[src/rtl/uart_autobaud.sv]
// Automatic baud-rate configurator: measures a 0x55 sync character on the
// raw rxd line, derives the receiver prescale word, and supervises lock
// using the receiver's frame_error/good pulses.
module uart_autobaud #(
  parameter logic [15:0] DEFAULT_PRESCALE = 16'd54,
  parameter int unsigned CNT_WIDTH        = 24,
  parameter logic [15:0] MIN_IDLE         = 16'd64,
  parameter int unsigned FE_LIMIT         = 4
) (
  input  logic        clk,
  input  logic        rst,
  input  logic        rxd,
  input  logic        enable,
  input  logic        relock,
  input  logic        rx_frame_error,
  input  logic        rx_good,
  output logic [15:0] prescale,
  output logic        locked,
  output logic        busy,
  output logic        lock_error
);

  localparam int unsigned SUM_W  = CNT_WIDTH + 3;
  // Wide enough for the rounded sum and always above bit 15, so the
  // overflow test below is legal for any counter width.
  localparam int unsigned WIDE_W = (SUM_W + 1 > 22) ? SUM_W + 1 : 22;
  localparam int unsigned FE_W   = $clog2(FE_LIMIT + 1);

  typedef enum logic [1:0] {
    ST_HUNT,
    ST_MEASURE,
    ST_STOP,
    ST_LOCKED
  } state_t;

  state_t               state_q, state_d;
  logic                 rxd_meta_q, rxd_meta_d;
  logic                 rxd_s_q, rxd_s_d;
  logic                 rxd_d1_q, rxd_d1_d;
  logic [15:0]          idle_q, idle_d;
  logic [CNT_WIDTH-1:0] cnt_q, cnt_d;
  logic [CNT_WIDTH-1:0] t0_q, t0_d;
  logic [SUM_W-1:0]     sum_q, sum_d;
  logic [3:0]           edge_idx_q, edge_idx_d;
  logic [FE_W-1:0]      fe_q, fe_d;
  logic [15:0]          prescale_q, prescale_d;
  logic                 locked_q, locked_d;
  logic                 lock_error_q, lock_error_d;

  logic                 fall, rise, any_edge;
  logic                 cnt_at_max;
  logic [CNT_WIDTH-1:0] ref_t, diff_t, stop_len;
  logic                 out_of_tol;
  logic [WIDE_W-1:0]    ps_wide;
  logic                 ps_bad;
  logic [FE_W-1:0]      fe_inc;
  logic                 abort, drop;

  // Edge detection, interval tolerance and prescale derivation
  always_comb begin
    fall       = rxd_d1_q & ~rxd_s_q;
    rise       = ~rxd_d1_q & rxd_s_q;
    any_edge   = fall | rise;
    cnt_at_max = (cnt_q == '1);
    // The first interval is compared against itself so it always passes.
    ref_t      = (edge_idx_q == 4'd0) ? cnt_q : t0_q;
    diff_t     = (cnt_q >= ref_t) ? (cnt_q - ref_t) : (ref_t - cnt_q);
    out_of_tol = (diff_t > (ref_t >> 2));
    stop_len   = t0_q - (t0_q >> 2);
    ps_wide    = (WIDE_W'(sum_q) + WIDE_W'(32)) >> 6;
    ps_bad     = (ps_wide == '0) || (|ps_wide[WIDE_W-1:16]);
    fe_inc     = fe_q + 1'b1;
  end

  // Next-state and register updates for the hunt/measure/stop/lock FSM
  always_comb begin
    state_d      = state_q;
    rxd_meta_d   = rxd;
    rxd_s_d      = rxd_meta_q;
    rxd_d1_d     = rxd_s_q;
    idle_d       = idle_q;
    cnt_d        = cnt_q;
    t0_d         = t0_q;
    sum_d        = sum_q;
    edge_idx_d   = edge_idx_q;
    fe_d         = fe_q;
    prescale_d   = prescale_q;
    locked_d     = locked_q;
    lock_error_d = 1'b0;
    abort        = 1'b0;
    drop         = 1'b0;

    if (relock) begin
      drop = 1'b1;
    end else if (!enable) begin
      state_d    = ST_HUNT;
      locked_d   = 1'b0;
      idle_d     = '0;
      cnt_d      = '0;
      t0_d       = '0;
      sum_d      = '0;
      edge_idx_d = '0;
      fe_d       = '0;
    end else begin
      unique case (state_q)
        ST_HUNT: begin
          if (fall) begin
            idle_d = '0;
            if (idle_q >= MIN_IDLE) begin
              state_d    = ST_MEASURE;
              cnt_d      = CNT_WIDTH'(1);
              edge_idx_d = '0;
              sum_d      = '0;
            end
          end else if (rxd_s_q) begin
            idle_d = (idle_q == '1) ? idle_q : idle_q + 16'd1;
          end else begin
            idle_d = '0;
          end
        end

        ST_MEASURE: begin
          if (any_edge) begin
            if (out_of_tol) begin
              abort = 1'b1;
            end else begin
              if (edge_idx_q == 4'd0) t0_d = cnt_q;
              if (edge_idx_q <= 4'd7) sum_d = sum_q + SUM_W'(cnt_q);
              cnt_d = CNT_WIDTH'(1);
              if (edge_idx_q == 4'd8) begin
                state_d    = ST_STOP;
                edge_idx_d = '0;
              end else begin
                edge_idx_d = edge_idx_q + 4'd1;
              end
            end
          end else if (cnt_at_max) begin
            abort = 1'b1;
          end else begin
            cnt_d = cnt_q + 1'b1;
          end
        end

        ST_STOP: begin
          if (fall) begin
            abort = 1'b1;
          end else if (cnt_q >= stop_len) begin
            if (ps_bad) begin
              abort = 1'b1;
            end else begin
              state_d    = ST_LOCKED;
              locked_d   = 1'b1;
              prescale_d = ps_wide[15:0];
              fe_d       = '0;
              cnt_d      = '0;
              sum_d      = '0;
            end
          end else if (cnt_at_max) begin
            abort = 1'b1;
          end else begin
            cnt_d = cnt_q + 1'b1;
          end
        end

        ST_LOCKED: begin
          if (rx_good) begin
            fe_d = '0;
          end else if (rx_frame_error) begin
            if (fe_inc == FE_W'(FE_LIMIT)) drop = 1'b1;
            else fe_d = fe_inc;
          end
        end

        default: state_d = ST_HUNT;
      endcase
    end

    // Lock loss and rejected attempts share their cleanup; a rejected
    // attempt leaves prescale/locked exactly as they were.
    if (drop) begin
      state_d    = ST_HUNT;
      locked_d   = 1'b0;
      prescale_d = DEFAULT_PRESCALE;
      fe_d       = '0;
      idle_d     = '0;
      cnt_d      = '0;
      sum_d      = '0;
      edge_idx_d = '0;
    end
    if (abort) begin
      state_d      = ST_HUNT;
      lock_error_d = 1'b1;
      idle_d       = '0;
      cnt_d        = '0;
      sum_d        = '0;
      edge_idx_d   = '0;
    end
  end

  // State register with asynchronous reset; line flops idle high
  always_ff @(posedge clk or posedge rst) begin
    if (rst) begin
      state_q      <= ST_HUNT;
      rxd_meta_q   <= 1'b1;
      rxd_s_q      <= 1'b1;
      rxd_d1_q     <= 1'b1;
      idle_q       <= '0;
      cnt_q        <= '0;
      t0_q         <= '0;
      sum_q        <= '0;
      edge_idx_q   <= '0;
      fe_q         <= '0;
      prescale_q   <= DEFAULT_PRESCALE;
      locked_q     <= 1'b0;
      lock_error_q <= 1'b0;
    end else begin
      state_q      <= state_d;
      rxd_meta_q   <= rxd_meta_d;
      rxd_s_q      <= rxd_s_d;
      rxd_d1_q     <= rxd_d1_d;
      idle_q       <= idle_d;
      cnt_q        <= cnt_d;
      t0_q         <= t0_d;
      sum_q        <= sum_d;
      edge_idx_q   <= edge_idx_d;
      fe_q         <= fe_d;
      prescale_q   <= prescale_d;
      locked_q     <= locked_d;
      lock_error_q <= lock_error_d;
    end
  end

  assign prescale   = prescale_q;
  assign locked     = locked_q;
  assign lock_error = lock_error_q;
  assign busy       = (state_q == ST_MEASURE) || (state_q == ST_STOP);

endmodule

[config.mk]
export PLATFORM = sky130hd
export DESIGN_NAME = uart_autobaud
export DESIGN_NICKNAME = d
export VERILOG_FILES = /design/src/rtl/uart_autobaud.sv
export SDC_FILE = /design/constraint.sdc
export NUM_CORES = 1
export LEC_CHECK = 0
export CAP_MARGIN = 0
export CORE_UTILIZATION = 25
export DETAILED_ROUTE_END_ITERATION = 7
export HOLD_SLACK_MARGIN = 0.03
export SYNTH_ARGS = -nofsm -noshare
export SYNTH_HDL_FRONTEND = slang
export SYNTH_SLANG_ARGS = --single-unit
[constraint.sdc]
create_clock -name clk -period 8.1 [get_ports clk]
set_input_delay 0.81 -clock clk [delete_from_list [all_inputs] [get_ports clk]]
set_output_delay 0.81 -clock clk [all_outputs]
set_load 0.02 [all_outputs]
==> summary.txt <==
Run
  – Max-cap violations: 0

Min path
  – Hold Crit Class: flop to flop
  – Min-Delay Startpoint: rxd_meta_q

Synth
  – Syn Inst Count: 1537
  – Count leader, synth: ha_1
  – Commonest cells post-synth: ha_1 (151), nand2_1 (132), o21ai_0 (131)
  – Main synth FF type: dfrtp_1
  – Synth area leader: dfrtp_1
  – Synth unique cells: between 70 and 80
  – Synth area leaders: dfrtp_1 (23%), ha_1 (15%), o21ai_0 (5.4%)
  – Cell Area, Synth: roughly 12000 µm²
  – Yosys reg bits: between 100 and 150
  – Post-synth EDFFs: 0
  – Async SR Flop Fraction: 100%
  – Top-area cell type share of the netlist area: roughly a quarter
  – Sequential fraction of the synthesis area: between 20% and 30%
  – Synth Warn #: 0
  – Syn Area/Cell: about 8 µm²
  – Syn Nets: 1699

Clock network
  – Root buf cell: clkbuf_16
  – Cts bufs inserted: 17
  – Reg clk slew, reported paths: ~60 ps
  – CTS tree: yes
  – Max Buffers Root-to-Sink: 2
  – CTS H-tree lvls: 4
  – CTS Sinks: roughly 120
  – Clock latency on the worst-skew pair: 420 ps
  – Post-CTS Setup Inserts: 0

Finish
  – Design Area, Final: around 14000 µm²
  – Nets: ~1700
  – Share of layout cells above drive strength 1: between 5 and 6%
  – Core Util, Final: 28.7%
  – Area growth syn-to-layout: 12.8%
  – Final cell count without fillers: ~2200

Routing
  – ANT nets after route: 0
  – Vias: around 11000
  – 1st-pass router iterations: 5
  – Final wirelength: ~34000 µm
  – # DRC: 0
  – Via density: about 5.2
  – First DRT Iteration DRCs: 841
  – Routed length per instance: 15.9 µm

Pwr
  – Peak supply drop: around 0.13 mV
  – Sequential share of power: roughly 34%
  – Power per cell area: approximately 130 nW/µm²
  – Clock power share: 47.2%
  – Leakage: ~0.006 µW
  – Switch Pwr: approximately 500 µW
  – Internal: around 1300 µW
  – Net switching fraction of the power: ~28%
  – Combinational power share: around a fifth

Status
  – Status: finished clean

Global routing
  – Gr ovfl total: 0
  – GRT Util Overall: roughly 14%
  – Vias in the first global route: approximately 11000
  – Largest net degree at the start of global routing: 76
  – Antenna violations before repair: 0
  – First-pass GRT wire length: roughly 56000 µm

Worst setup path
  – Crit path launch: edge_idx_q[0]
  – Slowest cell on the critical path: or4_1
  – Most used cell along the critical path: buf_4
  – Worst r2r src: edge_idx_q[0]
  – Crit path kind: flop to flop
  – Worst EP required: approximately 8500 ps
  – Worst Setup Start Kind: flop
  – Worst EP arrival: just under 8000 ps
  – CP Capture Type: flop
  – Crit Path Max Fanout: 38
  – Stage delay of the slowest cell on the critical path: 460 ps

STA
  – Clock Skew: about 10 ps
  – Tcrit/Tclk final: 91.0%
  – Max_slew headroom: 15.6%
  – Total negative slack: 0 ps
  – Slew @ Worst Pin: ~1300 ps
  – Maximum clock frequency: 136 MHz
  – Setup violations, final: 0
  – Fin crit period: 7370 ps
  – Final Hold Viols: 0
  – Unrepaired setup endpoints after global routing: no
  – Final WS setup: 733 ps
  – Max Slew Vio Count: 0

Floorplan
  – Core area: around 48000 µm²
  – Die area: a little under 50000 µm²
  – Starting Density: 25.5%
  – Die X: ~220 µm
  – Die Height: between 200 and 250 µm
  – Rows: 80
  – Boundary Pins: 26

Placed design
  – Count of input and output buffers: 25
  – Cell count after placement: 2129
  – Post-DP HPWL: between 20000 and 30000 µm
  – Routability cong.: 0.887
  – Post-DP Area: roughly 13000 µm²
  – Post-Place Setup Slack: between 400 and 500 ps
power by group through the flow:
stage / Sequential, µW / Clock [µW] / Combinational (µW)
after CTS: 616 / 869 / 334
after floorplan: 628 / 0 / 237
after global routing: 617 / 893 / 373
final: 616 / 854 / 337
after detailed placement: 627 / 0 / 331
after global placement: 627 / 0 / 327
logic make-up (layout without fill, tap and decap cells):
| group | count (synthesis) | after routing | synth area share [%] |
|---|---|---|---|
| AND/OR/NAND/NOR | 493 | 493 | 20.0 |
| AO/OA/AOI/OAI | 486 | 486 | 25.6 |
| buffers and inverters | 180 | 189 | 5.77 |
| adder cells (fa/ha/maj) | 155 | 155 | 16.1 |
| flip-flops | 121 | 121 | 24.9 |
| XOR/XNOR | 89 | 89 | 6.51 |
| multiplexers | 13 | 13 | 1.10 |
| other | 0 | 1 | 0 |
path summary, 6_finish.rpt:
| kind | slack, ps | cells after the start | endpoint |
|---|---|---|---|
| max in group asynchronous | 5940 | 3 | prescale[7] |
| hold reg to reg | 370 | 0 | rxd_d1_d |
| setup / recovery | 730 | 30 | sum_q[19] |
| min in group asynchronous | 970 | 2 | t0_q[23] |
| hold / removal | 370 | 0 | rxd_d1_d |
| setup reg to reg | 730 | 30 | sum_q[19] |
through the flow:
| step | total power (µW) | hold slack [ps] |
|---|---|---|
| finish | 1810 | 372 |
| global route | 1880 | 377 |
| CTS | 1820 | 371 |
| detailed placement | 958 | 356 |
| global placement | 954 | 359 |
| floorplan | 865 | 345 |
per-layer routing:
metal  track usage [%]  share of wire [%]  vias up
met5                 0                  0        -
met3              2.20                4.0       52
met4              4.63                2.5        0
met1              18.2                 47     5446
li1                  -                  -     5585
met2              22.9                 47      249
critical path, delay by kind of cell, from the launching register on:
family                   cells  cell delay (ps)
AO/OA/AOI/OAI               12             2610
buffers and inverters        6             1610
AND/OR/NAND/NOR              7             1380
adder cells (fa/ha/maj)      3              890
flip-flops                   1              430
multiplexers                 1              200
XOR/XNOR                     1              180
placed cells by master, fill, tap and decap left out, drive strengths merged, types with 8 or more instances in the layout:
cell type,instances
nand4,30
xor2,43
ha,151
nor2b,18
nand2,132
o211ai,19
a22o,25
buf,21
and3,14
a211oi,14
and4,8
xnor2,46
dfrtp,114
nand3,58
o31ai,19
a31oi,9
o2111ai,9
nor2,115
o21bai,18
clkdlybuf4s50,25
or3,15
mux2i,10
o21ai,138
a21oi,112
a21o,39
clkbuf,20
nor4,14
inv,111
nor3,42
o21a,32
nand2b,12
state kept, by name, indices dropped and copies added (netlist names):
name and cells:
sum_q 27, edge_idx_q 4, t0_q 24, lock_error 1
cnt_q 24, idle_q 16, rxd_meta_q 1, locked 1
rxd_d1_d 1, rxd_d1_q 1, prescale 16, fe_q 3
state_q 2
final cells by class:
type                            count  area [µm²]
Fill cell                        5065       34200
Sequential cell                   121        3040
Clock buffer                       20         457
Tap cell                          615         769
Inverter                          111         419
Clock inverter                     12         196
Antenna cell                        1        2.50
Multi-Input combinational cell   1236        8490
Timing Repair Buffer               46         408
what timing repair did:
item	4_1_cts	5_1_grt
endpoints found under the setup margin	0	26
gates resized for setup	0	1
hold buffers	0	0
No activity file was read; power rests on OpenSTA's default activity.
